--- config.mk ---
export PLATFORM = sky130hd
export DESIGN_NAME = group3_pwm_capture
export DESIGN_NICKNAME = d
export VERILOG_FILES = /design/src/rtl/group3_pwm_capture.sv
export SDC_FILE = /design/constraint.sdc
export NUM_CORES = 1
export LEC_CHECK = 0
export BUFFER_PORTS_ARGS = -buffer_cell sky130_fd_sc_hd__buf_4
export CORE_UTILIZATION = 49
export DETAILED_ROUTE_END_ITERATION = 8
export GPL_ROUTABILITY_DRIVEN = 0
export PLACE_DENSITY = 0.75
export SKIP_CTS_REPAIR_TIMING = 1
export SLEW_MARGIN = 20
export SYNTH_ARGS = -nofsm -noshare
export SYNTH_HDL_FRONTEND = slang
export SYNTH_SLANG_ARGS = --single-unit
export TNS_END_PERCENT = 100
--- constraint.sdc ---
create_clock -name IN -period 2.5 [get_ports IN]
set_clock_uncertainty 0.15 [all_clocks]
set_input_delay 0.375 -clock IN [delete_from_list [all_inputs] [get_ports IN]]
set_output_delay 0.375 -clock IN [all_outputs]
set_load 0.1 [all_outputs]
--- src/rtl/group3_pwm_capture.sv ---
// Pulse-train capture: measures rising-to-rising period and high time
// of an asynchronous input in IN-clock cycles, with a sticky timeout.
module group3_pwm_capture #(
    parameter int WIDTH  = 16,
    parameter int MAXCNT = 2**WIDTH-1
) (
    input  logic             IN,
    input  logic             RST,
    input  logic             EN,
    input  logic             SIG,
    output logic [WIDTH-1:0] PERIOD,
    output logic [WIDTH-1:0] HIGH,
    output logic             VALID,
    output logic             TIMEOUT
);

    typedef enum logic [1:0] {
        S_IDLE,
        S_MEAS,
        S_STALL
    } state_t;

    localparam logic [WIDTH-1:0] LP_MAX = WIDTH'(MAXCNT);
    localparam logic [WIDTH-1:0] LP_ONE = WIDTH'(1);

    logic             r_sync1;
    logic             r_sync;
    logic             r_prev;
    logic             w_rise;

    state_t           r_state;
    state_t           w_state_nxt;
    logic [WIDTH-1:0] r_pcnt;
    logic [WIDTH-1:0] r_hcnt;
    logic [WIDTH-1:0] w_pcnt_nxt;
    logic [WIDTH-1:0] w_hcnt_nxt;
    logic [WIDTH-1:0] w_per_nxt;
    logic [WIDTH-1:0] w_high_nxt;
    logic             w_valid_nxt;
    logic             w_to_nxt;

    // Synchronizer and edge flop run regardless of EN so re-enable is clean
    always_ff @(posedge IN or posedge RST) begin
        if (RST) begin
            r_sync1 <= 1'b0;
            r_sync  <= 1'b0;
            r_prev  <= 1'b0;
        end else begin
            r_sync1 <= SIG;
            r_sync  <= r_sync1;
            r_prev  <= r_sync;
        end
    end

    assign w_rise = r_sync & ~r_prev;

    always_ff @(posedge IN or posedge RST) begin
        if (RST) begin
            r_state <= S_IDLE;
            r_pcnt  <= '0;
            r_hcnt  <= '0;
            PERIOD  <= '0;
            HIGH    <= '0;
            VALID   <= 1'b0;
            TIMEOUT <= 1'b0;
        end else begin
            r_state <= w_state_nxt;
            r_pcnt  <= w_pcnt_nxt;
            r_hcnt  <= w_hcnt_nxt;
            PERIOD  <= w_per_nxt;
            HIGH    <= w_high_nxt;
            VALID   <= w_valid_nxt;
            TIMEOUT <= w_to_nxt;
        end
    end

    always_comb begin
        w_state_nxt = r_state;
        w_pcnt_nxt  = r_pcnt;
        w_hcnt_nxt  = r_hcnt;
        w_per_nxt   = PERIOD;
        w_high_nxt  = HIGH;
        w_valid_nxt = 1'b0;
        w_to_nxt    = TIMEOUT;
        if (!EN) begin
            w_state_nxt = S_IDLE;
            w_pcnt_nxt  = '0;
            w_hcnt_nxt  = '0;
        end else begin
            unique case (r_state)
                S_IDLE, S_STALL: begin
                    if (w_rise) begin
                        w_state_nxt = S_MEAS;
                        w_pcnt_nxt  = LP_ONE;
                        w_hcnt_nxt  = LP_ONE;
                    end
                end
                S_MEAS: begin
                    // A rise on the terminal count still yields a measurement
                    if (w_rise) begin
                        w_per_nxt   = r_pcnt;
                        w_high_nxt  = r_hcnt;
                        w_valid_nxt = 1'b1;
                        w_to_nxt    = 1'b0;
                        w_pcnt_nxt  = LP_ONE;
                        w_hcnt_nxt  = LP_ONE;
                    end else if (r_pcnt == LP_MAX) begin
                        w_state_nxt = S_STALL;
                        w_to_nxt    = 1'b1;
                    end else begin
                        w_pcnt_nxt = r_pcnt + LP_ONE;
                        w_hcnt_nxt = r_hcnt + WIDTH'(r_sync);
                    end
                end
                default: begin
                    w_state_nxt = S_IDLE;
                end
            endcase
        end
    end

endmodule

==> flow_summary.ini <==
[run_status]
outcome = finished, final reports clean

[die]
die-height_um = 82.9
start_util_pct = 50.5
rows = 29
coreArea_sq_um = 6350
chipWidth_um = 82.9
io_pins = 38
die-area_sq_um = 6870

[route]
dr.pass1.iters = 5
via_per_inst = 5.88
drt-initial-drc-count = 233
ant_nets = 0
num_vias = 2583
route.detailed.drc = 0
wl_per_cell_um = 16.0
wl_um = 7030

[power_and_ir_drop]
p_sw_share_pct = 26.2
p_comb_share_pct = 12.0
power_frac_clock_pct = 39.9
power_density_nw_per_um2 = 634
p_seq_share_pct = 48.1
p_switching_mw = 0.656
finalPower_mw = 2.50
intPower_mw = 1.85
p_leak_nw = 1.88
ir_drop_mv = 0.511

[sta]
grt_setup_unrepaired = false
tightestPinTransition_ps = 647
setup_ws_ps = 124
max_freq_mhz = 421
period_minus_slack_ps = 2380
drv_slew = 0
setup_viol = 0
fin_crit_sh_pct = 95.0
hold_viol = 0
slew-limit-headroom_pct = 56.5
timing.setup.tns_ps = 0

[critical_path]
cp.arrival_ps = 2490
end_kind = flip-flop
crit_path_start_kind = flip-flop
critPathMaxStageDelay_ps = 600
crit_top_cell = o21ai_0
cp_max_fo = 14
crit_buf_inv = 2
path_cells = ha_2, nand3_2, or4_4, a221oi_4, buf_4, buf_12, o21ai_0, o21ai_0
crit_start = r_pcnt[1]
r2r_start = r_pcnt[1]
slowest_stage = or4_4
r2r.worst_path.cells = 8
cp_top_family = simple AND/OR/NAND/NOR gates
worstPathRequired_ps = 2610
worstSetupPathType = reg -> reg
critical_path_depth = 8

[placement]
place_worst_setup_slack_ps = 117
dp_hpwl_um = 4620
numPortBuffers = 37

[final_layout]
antennaDiodeCount = 0
layout-drive-gt1-share_pct = 32.0
nets = 365
final_common_cell = dfrtp_1
area_growth_syn_to_layout_pct = 23.1
layout_common_cells = dfrtp_1 (71), buf_4 (56), o21ai_0 (44)

[yosys]
syn_area_per_cell_sq_um = 10.7
syn_nets = 307
synth-edff-count = 0
synth-seq-cells = 71
yosys_warnings = 0
netlist.area_leader.share_pct = 55.4
synthTopCellsByArea = dfrtp_1 (55%), mux2_2 (11%), o21ai_0 (6.9%)
synth_area_sq_um = 3210
netlist_instances = 300
ys.flop_type = dfrtp_1
ys_seq_area_share_pct = 55.4
yosysUniqueCellTypes = 31
yosys.area.top_type = dfrtp_1
synthArstFlopShare_pct = 100

[global_route]
grt_usage_pct = 21.8
grt_pass1_vias = 2400
antenna_found_initial = 0
grt_pass1_wl_um = 11900
grt_max_degree = 32
gr-total-overflow = 0

[clock_tree]
cts_sinks = 71
clockRootBuffer = clkbuf_8
clk-insertion-delay-late_ps = 350
htree_levels = 3
cts_tree = done
clockBufferDepth = 2
cts_buffers = 9
clk_pin_slew_ps = 80

[min_path]
hold_start = EN
hold_depth = 3
hold_class = in -> reg

[flow_run]
drv_cap = 0
worst paths after layout:
kind	end	slack, ps
worst min-delay path	r_state[0]	140
min in group asynchronous	PERIOD[15]	490
worst max-delay path	r_hcnt[8]	120
max in group asynchronous	r_hcnt[1]	1070
worst max register to register	r_hcnt[8]	120
worst min register to register	r_sync	200
power by group through the flow:
stage               registers [mW]  logic, mW  clock network [mW]
floorplan                     1.33      0.104                   0
detailed placement            1.23      0.285                   0
global placement              1.22      0.280                   0
CTS                           1.20      0.287                1.01
finish                        1.20      0.301               0.998
global route                  1.21      0.320                1.06
layout make-up:
cell class                      instances  area (sq um)
Fill cell                             492          2400
Sequential cell                        71          1780
Multi-Input combinational cell        209          1330
Timing Repair Buffer                   62           517
Clock buffer                           11           141
Tap cell                               77          96.3
Clock inverter                          4          70.1
Inverter                                5          18.8
synth_stat cells (2+ instances only):
master	instances
dfrtp_1	71
o21ai_0	44
mux2_2	32
nor2_1	27
a21oi_1	17
nand2_1	17
nand3_1	15
nand4_1	11
a31oi_1	7
clkbuf_1	6
and3_1	5
buf_2	5
inv_1	5
nor2b_1	5
nor3_1	5
o31ai_1	5
nor4_1	4
buf_6	3
ha_1	3
o21ai_1	2
stage by stage:
stage / instance area, sq um / util (%) / hold WS [ps] / cells
2_1_floorplan: 3210 / - / 181 / 300
3_3_place_gp: 3660 / 57.7 / 185 / 418
3_5_place_dp: 3660 / 57.7 / 187 / 418
4_1_cts: 3870 / 61.0 / -53.7 / 433
5_1_grt: 3950 / 62.1 / 131 / 439
6_report: 3950 / 62.1 / 140 / 439
layer usage:
metal | up-vias | share of wire, % | global-route usage [%]
met2 | 96 | 48 | 33.2
li1 | 1208 | - | -
met3 | 15 | 4.4 | 3.88
met1 | 1264 | 45 | 30.0
met5 | - | 0 | 0
met4 | 0 | 2.2 | 11.3
cell families (layout without fill, tap and decap cells):
family,after synthesis,in the layout,synth area share [%]
DFF,71,71,55.4
buffers and inverters,20,82,3.36
xor gates and xnor gates,1,1,0.273
muxes,32,32,11.2
and+or+nand+nor,96,96,15.1
AOI/OAI and AO/OA,77,77,13.5
adders and majority gates,3,3,1.17
tightest hold or removal path, stage by stage:
cell and delay (ps):
buf_4 140, nand2_1 60, nor2_1 30
state kept, by name, indices dropped and copies added (netlist names), 2 cells and up:
name,cells
HIGH,16
r_pcnt,16
r_hcnt,16
r_state,2
PERIOD,16
No activity file was read; power rests on OpenSTA's default activity.
